`src/rtl/clock_pkg.sv`:
```
// Shared state type, SET_STATE encodings and default timing constants
// for the digital-clock mode/time-set controller.
package clock_pkg;

  typedef enum logic [1:0] {
    RUN      = 2'd0,
    SET_HOUR = 2'd1,
    SET_MIN  = 2'd2
  } clkState_t;

  localparam logic [1:0] RUN_ENC = 2'b01;
  localparam logic [1:0] SET_ENC = 2'b10;

  // Defaults assume a 10 Hz TICK
  localparam int DEF_TIMEOUT_TICKS = 300;
  localparam int DEF_REPEAT_DELAY  = 5;
  localparam int DEF_REPEAT_RATE   = 2;
  localparam int DEF_BLINK_DIV     = 5;

endpackage

```
`src/rtl/btn_edge_sync.sv`:
```
// Two-flop synchroniser for an asynchronous debounced button level, followed
// by a registered rising-edge detector producing a one-CLK pulse.
module btn_edge_sync (
  input  logic CLK,
  input  logic RESET,
  input  logic btn_i,
  output logic level_o,
  output logic rise_o
);

  logic sync1_q;
  logic sync2_q;
  logic prev_q;
  logic rise_q;

  always_ff @(posedge CLK or posedge RESET) begin
    if (RESET) begin
      sync1_q <= 1'b0;
      sync2_q <= 1'b0;
      prev_q  <= 1'b0;
      rise_q  <= 1'b0;
    end else begin
      sync1_q <= btn_i;
      sync2_q <= sync1_q;
      prev_q  <= sync2_q;
      rise_q  <= sync2_q & ~prev_q;
    end
  end

  assign level_o = sync2_q;
  assign rise_o  = rise_q;

endmodule

```
`src/rtl/clock_set_ctrl.sv`:
```
// Run/set mode controller: turns synchronised MODE/SEL/INC presses into counter
// strobes, blink enables and an inactivity timeout. Define AUTO_REPEAT_EN to build held-INC auto-repeat.
module clock_set_ctrl
  import clock_pkg::*;
#(
  parameter int TIMEOUT_TICKS = DEF_TIMEOUT_TICKS,
  parameter int REPEAT_DELAY  = DEF_REPEAT_DELAY,
  parameter int REPEAT_RATE   = DEF_REPEAT_RATE,
  parameter int BLINK_DIV     = DEF_BLINK_DIV
) (
  input  logic       CLK,
  input  logic       RESET,
  input  logic       TICK,
  input  logic       BTN_MODE,
  input  logic       BTN_SEL,
  input  logic       BTN_INC,
  output logic [1:0] SET_STATE,
  output logic       INC_HOUR,
  output logic       INC_MIN,
  output logic       SEC_CLR,
  output logic       BLINK_HOUR,
  output logic       BLINK_MIN
);

  localparam int TO_W = $clog2(TIMEOUT_TICKS + 1);
  localparam int BL_W = $clog2(BLINK_DIV + 1);
  localparam logic [TO_W-1:0] TO_LAST = TO_W'(TIMEOUT_TICKS - 1);
  localparam logic [TO_W-1:0] TO_FULL = TO_W'(TIMEOUT_TICKS);
  localparam logic [BL_W-1:0] BL_LAST = BL_W'(BLINK_DIV - 1);

  logic modeRise, selRise, incRise;
  logic modeLevelUnused, selLevelUnused, incLevel;

  btn_edge_sync uModeSync (.CLK(CLK), .RESET(RESET), .btn_i(BTN_MODE), .level_o(modeLevelUnused), .rise_o(modeRise));
  btn_edge_sync uSelSync  (.CLK(CLK), .RESET(RESET), .btn_i(BTN_SEL),  .level_o(selLevelUnused),  .rise_o(selRise));
  btn_edge_sync uIncSync  (.CLK(CLK), .RESET(RESET), .btn_i(BTN_INC),  .level_o(incLevel),        .rise_o(incRise));

  clkState_t       state_q, state_d;
  logic [TO_W-1:0] timeout_q, timeout_d;
  logic [BL_W-1:0] blinkCnt_q, blinkCnt_d;
  logic            phase_q, phase_d;
  logic [1:0]      setState_q, setState_d;
  logic            incHour_q, incHour_d, incMin_q, incMin_d, secClr_q, secClr_d;
  logic            blinkHour_q, blinkHour_d, blinkMin_q, blinkMin_d;
  logic            exitSet, enterSet, strobe, anyEvent, repeatFire;

`ifdef AUTO_REPEAT_EN
  localparam int RP_MAX = (REPEAT_DELAY > REPEAT_RATE) ? REPEAT_DELAY : REPEAT_RATE;
  localparam int RP_W   = $clog2(RP_MAX + 1);
  localparam logic [RP_W-1:0] RP_FIRST = RP_W'(REPEAT_DELAY - 1);
  localparam logic [RP_W-1:0] RP_NEXT  = RP_W'(REPEAT_RATE - 1);

  logic            repActive_q, repActive_d, repRepeating_q, repRepeating_d;
  logic [RP_W-1:0] repCnt_q, repCnt_d;

  assign repeatFire = repActive_q && incLevel && TICK &&
                      (repCnt_q == (repRepeating_q ? RP_NEXT : RP_FIRST));

  // Repeat is armed by a real INC strobe and dropped on release or any state change
  always_comb begin
    repActive_d    = repActive_q;
    repRepeating_d = repRepeating_q;
    repCnt_d       = repCnt_q;
    if (state_d == RUN || state_d != state_q || !incLevel) begin
      repActive_d    = 1'b0;
      repRepeating_d = 1'b0;
      repCnt_d       = '0;
    end else if (strobe && incRise) begin
      repActive_d    = 1'b1;
      repRepeating_d = 1'b0;
      repCnt_d       = '0;
    end else if (repeatFire) begin
      repRepeating_d = 1'b1;
      repCnt_d       = '0;
    end else if (repActive_q && TICK) begin
      repCnt_d = repCnt_q + 1'b1;
    end
  end
`else
  logic incLevelUnused;
  localparam int RepeatCfgUnused = REPEAT_DELAY + REPEAT_RATE;
  assign incLevelUnused = incLevel;
  assign repeatFire     = 1'b0;
`endif

  // Priority MODE > SEL > INC; losing edges in the same cycle are simply dropped
  always_comb begin
    state_d    = state_q;
    timeout_d  = timeout_q;
    blinkCnt_d = blinkCnt_q;
    phase_d    = phase_q;
    exitSet    = 1'b0;
    enterSet   = 1'b0;
    strobe     = 1'b0;
    anyEvent   = modeRise | selRise | incRise | repeatFire;
    case (state_q)
      RUN: begin
        if (modeRise) begin
          state_d  = SET_HOUR;
          enterSet = 1'b1;
        end
      end
      default: begin
        if (modeRise) exitSet = 1'b1;
        else if (selRise) state_d = (state_q == SET_HOUR) ? SET_MIN : SET_HOUR;
        else if (incRise || repeatFire) strobe = 1'b1;
        if (anyEvent) begin
          timeout_d = '0;
        end else if (TICK && timeout_q != TO_FULL) begin
          timeout_d = timeout_q + 1'b1;
          if (timeout_q == TO_LAST) exitSet = 1'b1;
        end
      end
    endcase
    if (enterSet) timeout_d = '0;
    if (exitSet) state_d = RUN;

    // Digits stay visible for a full blink period after entry or any increment
    if (state_d == RUN || enterSet || strobe) begin
      phase_d    = 1'b0;
      blinkCnt_d = '0;
    end else if (TICK) begin
      if (blinkCnt_q == BL_LAST) begin
        blinkCnt_d = '0;
        phase_d    = ~phase_q;
      end else begin
        blinkCnt_d = blinkCnt_q + 1'b1;
      end
    end

    setState_d  = (state_d == RUN) ? RUN_ENC : SET_ENC;
    incHour_d   = strobe && (state_q == SET_HOUR);
    incMin_d    = strobe && (state_q == SET_MIN);
    secClr_d    = exitSet;
    blinkHour_d = phase_d && (state_d == SET_HOUR);
    blinkMin_d  = phase_d && (state_d == SET_MIN);
  end

  always_ff @(posedge CLK or posedge RESET) begin
    if (RESET) begin
      state_q        <= RUN;
      timeout_q      <= '0;
      blinkCnt_q     <= '0;
      phase_q        <= 1'b0;
      setState_q     <= RUN_ENC;
      incHour_q      <= 1'b0;
      incMin_q       <= 1'b0;
      secClr_q       <= 1'b0;
      blinkHour_q    <= 1'b0;
      blinkMin_q     <= 1'b0;
`ifdef AUTO_REPEAT_EN
      repActive_q    <= 1'b0;
      repRepeating_q <= 1'b0;
      repCnt_q       <= '0;
`endif
    end else begin
      state_q        <= state_d;
      timeout_q      <= timeout_d;
      blinkCnt_q     <= blinkCnt_d;
      phase_q        <= phase_d;
      setState_q     <= setState_d;
      incHour_q      <= incHour_d;
      incMin_q       <= incMin_d;
      secClr_q       <= secClr_d;
      blinkHour_q    <= blinkHour_d;
      blinkMin_q     <= blinkMin_d;
`ifdef AUTO_REPEAT_EN
      repActive_q    <= repActive_d;
      repRepeating_q <= repRepeating_d;
      repCnt_q       <= repCnt_d;
`endif
    end
  end

  assign SET_STATE  = setState_q;
  assign INC_HOUR   = incHour_q;
  assign INC_MIN    = incMin_q;
  assign SEC_CLR    = secClr_q;
  assign BLINK_HOUR = blinkHour_q;
  assign BLINK_MIN  = blinkMin_q;

endmodule
```
`config.mk`:
```
export PLATFORM = sky130hd
export DESIGN_NAME = clock_set_ctrl
export DESIGN_NICKNAME = d
export VERILOG_FILES = /design/src/rtl/clock_pkg.sv /design/src/rtl/btn_edge_sync.sv /design/src/rtl/clock_set_ctrl.sv
export SDC_FILE = /design/constraint.sdc
export NUM_CORES = 1
export LEC_CHECK = 0
export CAP_MARGIN = 15
export CORE_MARGIN = 2
export CORE_UTILIZATION = 47
export DETAILED_ROUTE_END_ITERATION = 8
export GPL_TIMING_DRIVEN = 1
export PLACE_DENSITY = 0.67
export SLEW_MARGIN = 5
export SYNTH_ARGS = -nofsm -noshare
export SYNTH_HDL_FRONTEND = slang
export SYNTH_SLANG_ARGS = --single-unit
```
`constraint.sdc`:
```
create_clock -name CLK -period 1.53 [get_ports CLK]
set_input_delay 0.153 -clock CLK [delete_from_list [all_inputs] [get_ports CLK]]
set_output_delay 0.153 -clock CLK [all_outputs]
set_load 0.1 [all_outputs]
```
==> impl_metrics.env, run 1 <==
export IMPL_status="finished, violations left"
export IMPL_violations="setup timing"
export IMPL_routed_wl_microns=3470
export IMPL_power_frac_seq_pct=38.9
export IMPL_drtIter0Drc=56
export IMPL_grtUsageTotal_pct=20.0
export IMPL_met3_usage_pct=6.82
export IMPL_setup_viol=15
export IMPL_io_buffers=12
export IMPL_vdd_drop_max_uv=756
export IMPL_vias=1266
export IMPL_n_fill_cell=215
export IMPL_ant_nets=0
export IMPL_finalHoldViolCount=0
export IMPL_synthCells=143
export IMPL_clkPwrFrac_pct=24.5
export IMPL_die_y_microns=60.9
export IMPL_slew_limit_headroom_pct=75.5
export IMPL_remaining_drc_errors=0
export IMPL_fin_util_pct=72.0
export IMPL_worst_slew_pin_slew_ns=0.366
export IMPL_end_kind="flop"
export IMPL_cp_required_ns=1.82
export IMPL_power_leakage_nw=0.969
export IMPL_nNetsFinal=201
export IMPL_reg2reg_slack_ns=-0.1
export IMPL_via_per_inst=5.36
export IMPL_fin_area_sq_um=2200
export IMPL_busiest_layer="met2"
export IMPL_met2_usage_pct=32.1
export IMPL_fin_skew_ns=0.0116
export IMPL_antenna_found_initial=0
export IMPL_gp_congestion=0.923
export IMPL_syn_avg_cell_area_sq_um=10.6
export IMPL_cap_violations=0
export IMPL_worstReg2RegStart="timeout_q[1]"
export IMPL_gr_usage_met1_pct=24.2
export IMPL_ff_latch_area_sq_um=853
export IMPL_p_per_area_nw_per_um2=1230
export IMPL_htreeDepth=2
export IMPL_yosysWarnings=0
export IMPL_num_antenna_cells=0
export IMPL_clockBufferDepth=2
export IMPL_rsz0062_at_grt="yes"
export IMPL_power_mw=2.70
export IMPL_start_kind="flop"
export IMPL_dr_pass1_iters=5
export IMPL_layout_commonest_cell="dfrtp_1"
export IMPL_cp_max_fo=7
export IMPL_core_sq_um=3050
export IMPL_synth_area_sq_um=1520
export IMPL_dieArea_sq_um=3700
export IMPL_initial_utilization_pct=49.8
export IMPL_drive_gt1_share_pct=38.0
export IMPL_fmax_ghz=0.614
export IMPL_r2r_end="timeout_q[6]"
export IMPL_synth_seq_cells=34
export IMPL_hpwl_microns=2270
export IMPL_slew_violations=0
export IMPL_cts_tree="yes"
export IMPL_worstPathArrival_ns=1.92
export IMPL_layout_min_cycle_time_ns=1.63
export IMPL_clock_sinks=34
export IMPL_avgRoutedWirePerCell_microns=14.7
export IMPL_dpl_cell_area_sq_um=1940
export IMPL_crit_type="reg -> reg"
export IMPL_finalSetupTns_ns=-0.768
export IMPL_power_switching_uw=930
export IMPL_numCtsBuffers=5
export IMPL_path_clk_slew_ns=0.11
export IMPL_fin_ws_ns=-0.0988
export IMPL_fp_dieW_microns=60.9
export IMPL_grt_remaining_overflow=0
export IMPL_pwr_share_comb_pct=36.6
export IMPL_grt_first_pass_wirelength_microns=5220
export IMPL_root_buffer="clkbuf_4"
export IMPL_rows=20
export IMPL_switching_share_pct=34.4
export IMPL_syn_to_final_growth_pct=44.8
export IMPL_io_pins=13
export IMPL_p_int_mw=1.77
export IMPL_reg2regPathDepth=7
export IMPL_min_path_type="in -> async"
export IMPL_grt_max_degree=21
export IMPL_multi_input_area_sq_um=717
export IMPL_ctsHoldBuffers=0
export IMPL_final_cell_mix="dfrtp_1, buf_4, nand2_1, nand3_1, buf_12"
export IMPL_synth_seq_area_share_pct=56.1
export IMPL_timing_final_crit_share_pct=106
export IMPL_grt_pass1_vias=1198
export IMPL_synth_nets=153
export IMPL_synth_cell_types=37
export IMPL_clk_latency_ns=0.36
==> final cells by class <==
| class | count | area share (%) |
|---|---|---|
| flip-flops and latches | 34 | 38.8 |
| inverters | 10 | 1.71 |
| multi-input cells | 95 | 32.6 |
| repair buffers | 45 | 20.6 |
| well taps | 44 | 2.50 |
| clock buffers | 5 | 1.71 |
| clock inverters | 3 | 2.05 |
==> metrics by stage <==
step                worst slack [ns]  hold WS (ns)  std cells
finish                       -0.0988         0.102        236
global route                  -0.138         0.118        236
CTS                          -0.0644         0.104        230
detailed placement            -0.106         0.336        219
global placement             -0.0475         0.336        219
floorplan                   -0.00476         0.184        143
==> kinds of logic (layout without fill, tap and decap cells) <==
family / after synthesis / in the layout / share of synthesized area, %
AOI/OAI and AO/OA: 23 / 23 / 10.1
xor gates and xnor gates: 1 / 1 / 0.577
adders and majority gates: 4 / 4 / 3.30
buffers and inverters: 14 / 63 / 3.71
DFF: 34 / 34 / 56.1
muxes: 5 / 5 / 3.30
and+or+nand+nor: 62 / 62 / 23.0
==> how the worst max path moves through the flow <==
| stage | to | cells after the start | from |
|---|---|---|---|
| 6_report | timeout_q[6] | 7 | timeout_q[1] |
| 4_1_cts | state_q[0] | 4 | uSelSync.rise_o |
| 5_1_grt | timeout_q[6] | 7 | timeout_q[0] |
| 3_5_place_dp | timeout_q[1] | 6 | timeout_q[0] |
| 3_3_place_gp | timeout_q[3] | 4 | TICK |
| 2_1_floorplan | state_q[0] | 4 | uSelSync.rise_o |
==> power by group through the flow <==
stage / clock network, mW / registers [mW] / logic [mW]
after CTS: 0.668 / 1.05 / 0.896
after floorplan: 0 / 1.25 / 0.304
after detailed placement: 0 / 1.07 / 0.831
final: 0.661 / 1.05 / 0.987
after global routing: 0.705 / 1.06 / 1.05
after global placement: 0 / 1.06 / 0.806
==> cells in the mapped netlist <==
library cell  count  area share (%)
nor2b_1           5             2.1
buf_2             3            0.99
nand2_1          16             4.0
nor2_1            7             1.7
o21ai_2           1            0.58
nor3_4            1             1.1
nand3b_2          1            0.74
o31a_1            1            0.58
dfrtp_1          33              54
or4_1             3             1.5
nand2b_1          3             1.2
or3b_2            1            0.58
nand4bb_1         1            0.74
nand3_1          10             3.3
dfstp_2           1             1.7
inv_2             1            0.25
inv_1             9             2.2
o22ai_1           1            0.41
and3_1            2            0.82
nand4_1           1            0.41
and4_1            2             1.2
or3_1             4             1.6
o211ai_1          1            0.49
mux2i_1           5             3.3
nor2_2            1            0.41
o31ai_1           1            0.49
a31oi_1           1            0.41
clkbuf_1          1            0.25
xor2_1            1            0.58
a21oi_1           6             2.0
o21ai_0           4             1.3
nand3b_1          1            0.49
o31ai_2           1            0.82
nor3b_1           1            0.49
nor3_1            2            0.66
ha_1              4             3.3
a211oi_1          6             3.0
==> repair_timing <==
action,CTS,global route
pin swaps,9,3
endpoints found under the setup margin,16,17
gates resized for setup,12,12
buffers inserted,3,6
==> worst max-delay path: stages (launching register included) <==
cell and delay, ns:
dfrtp_1 0.38, inv_2 0.05, ha_2 0.15, nand3b_1 0.15, o31ai_4 0.10, buf_6 0.16
or4_1 0.49, nand2_1 0.09
==> flip-flops by register name, indices dropped and copies added (netlist names), 2 cells and up <==
| name | flops |
|---|---|
| timeout_q | 9 |
| state_q | 2 |
| blinkCnt_q | 3 |
| SET_STATE | 2 |
==> per-layer routing <==
| layer | wire [microns] | part of all wire [%] |
|---|---|---|
| met4 | 96 | 2.8 |
| met2 | 1780 | 51 |
| met5 | 0 | 0 |
| met1 | 1380 | 40 |
| met3 | 210 | 6.0 |
Note: power is estimated with default switching activity, not from simulation.
==> inputs of run 2 (changes only) <==
--- a/config.mk
+++ b/config.mk
@@ -5,6 +5,7 @@
 export SDC_FILE = /design/constraint.sdc
 export NUM_CORES = 1
 export LEC_CHECK = 0
+export ABC_AREA = 0
 export CAP_MARGIN = 15
 export CORE_MARGIN = 2
 export CORE_UTILIZATION = 47
==> results of run 2 <==
Same layout as run 1: the final DEF is identical, and so are final timing and power.
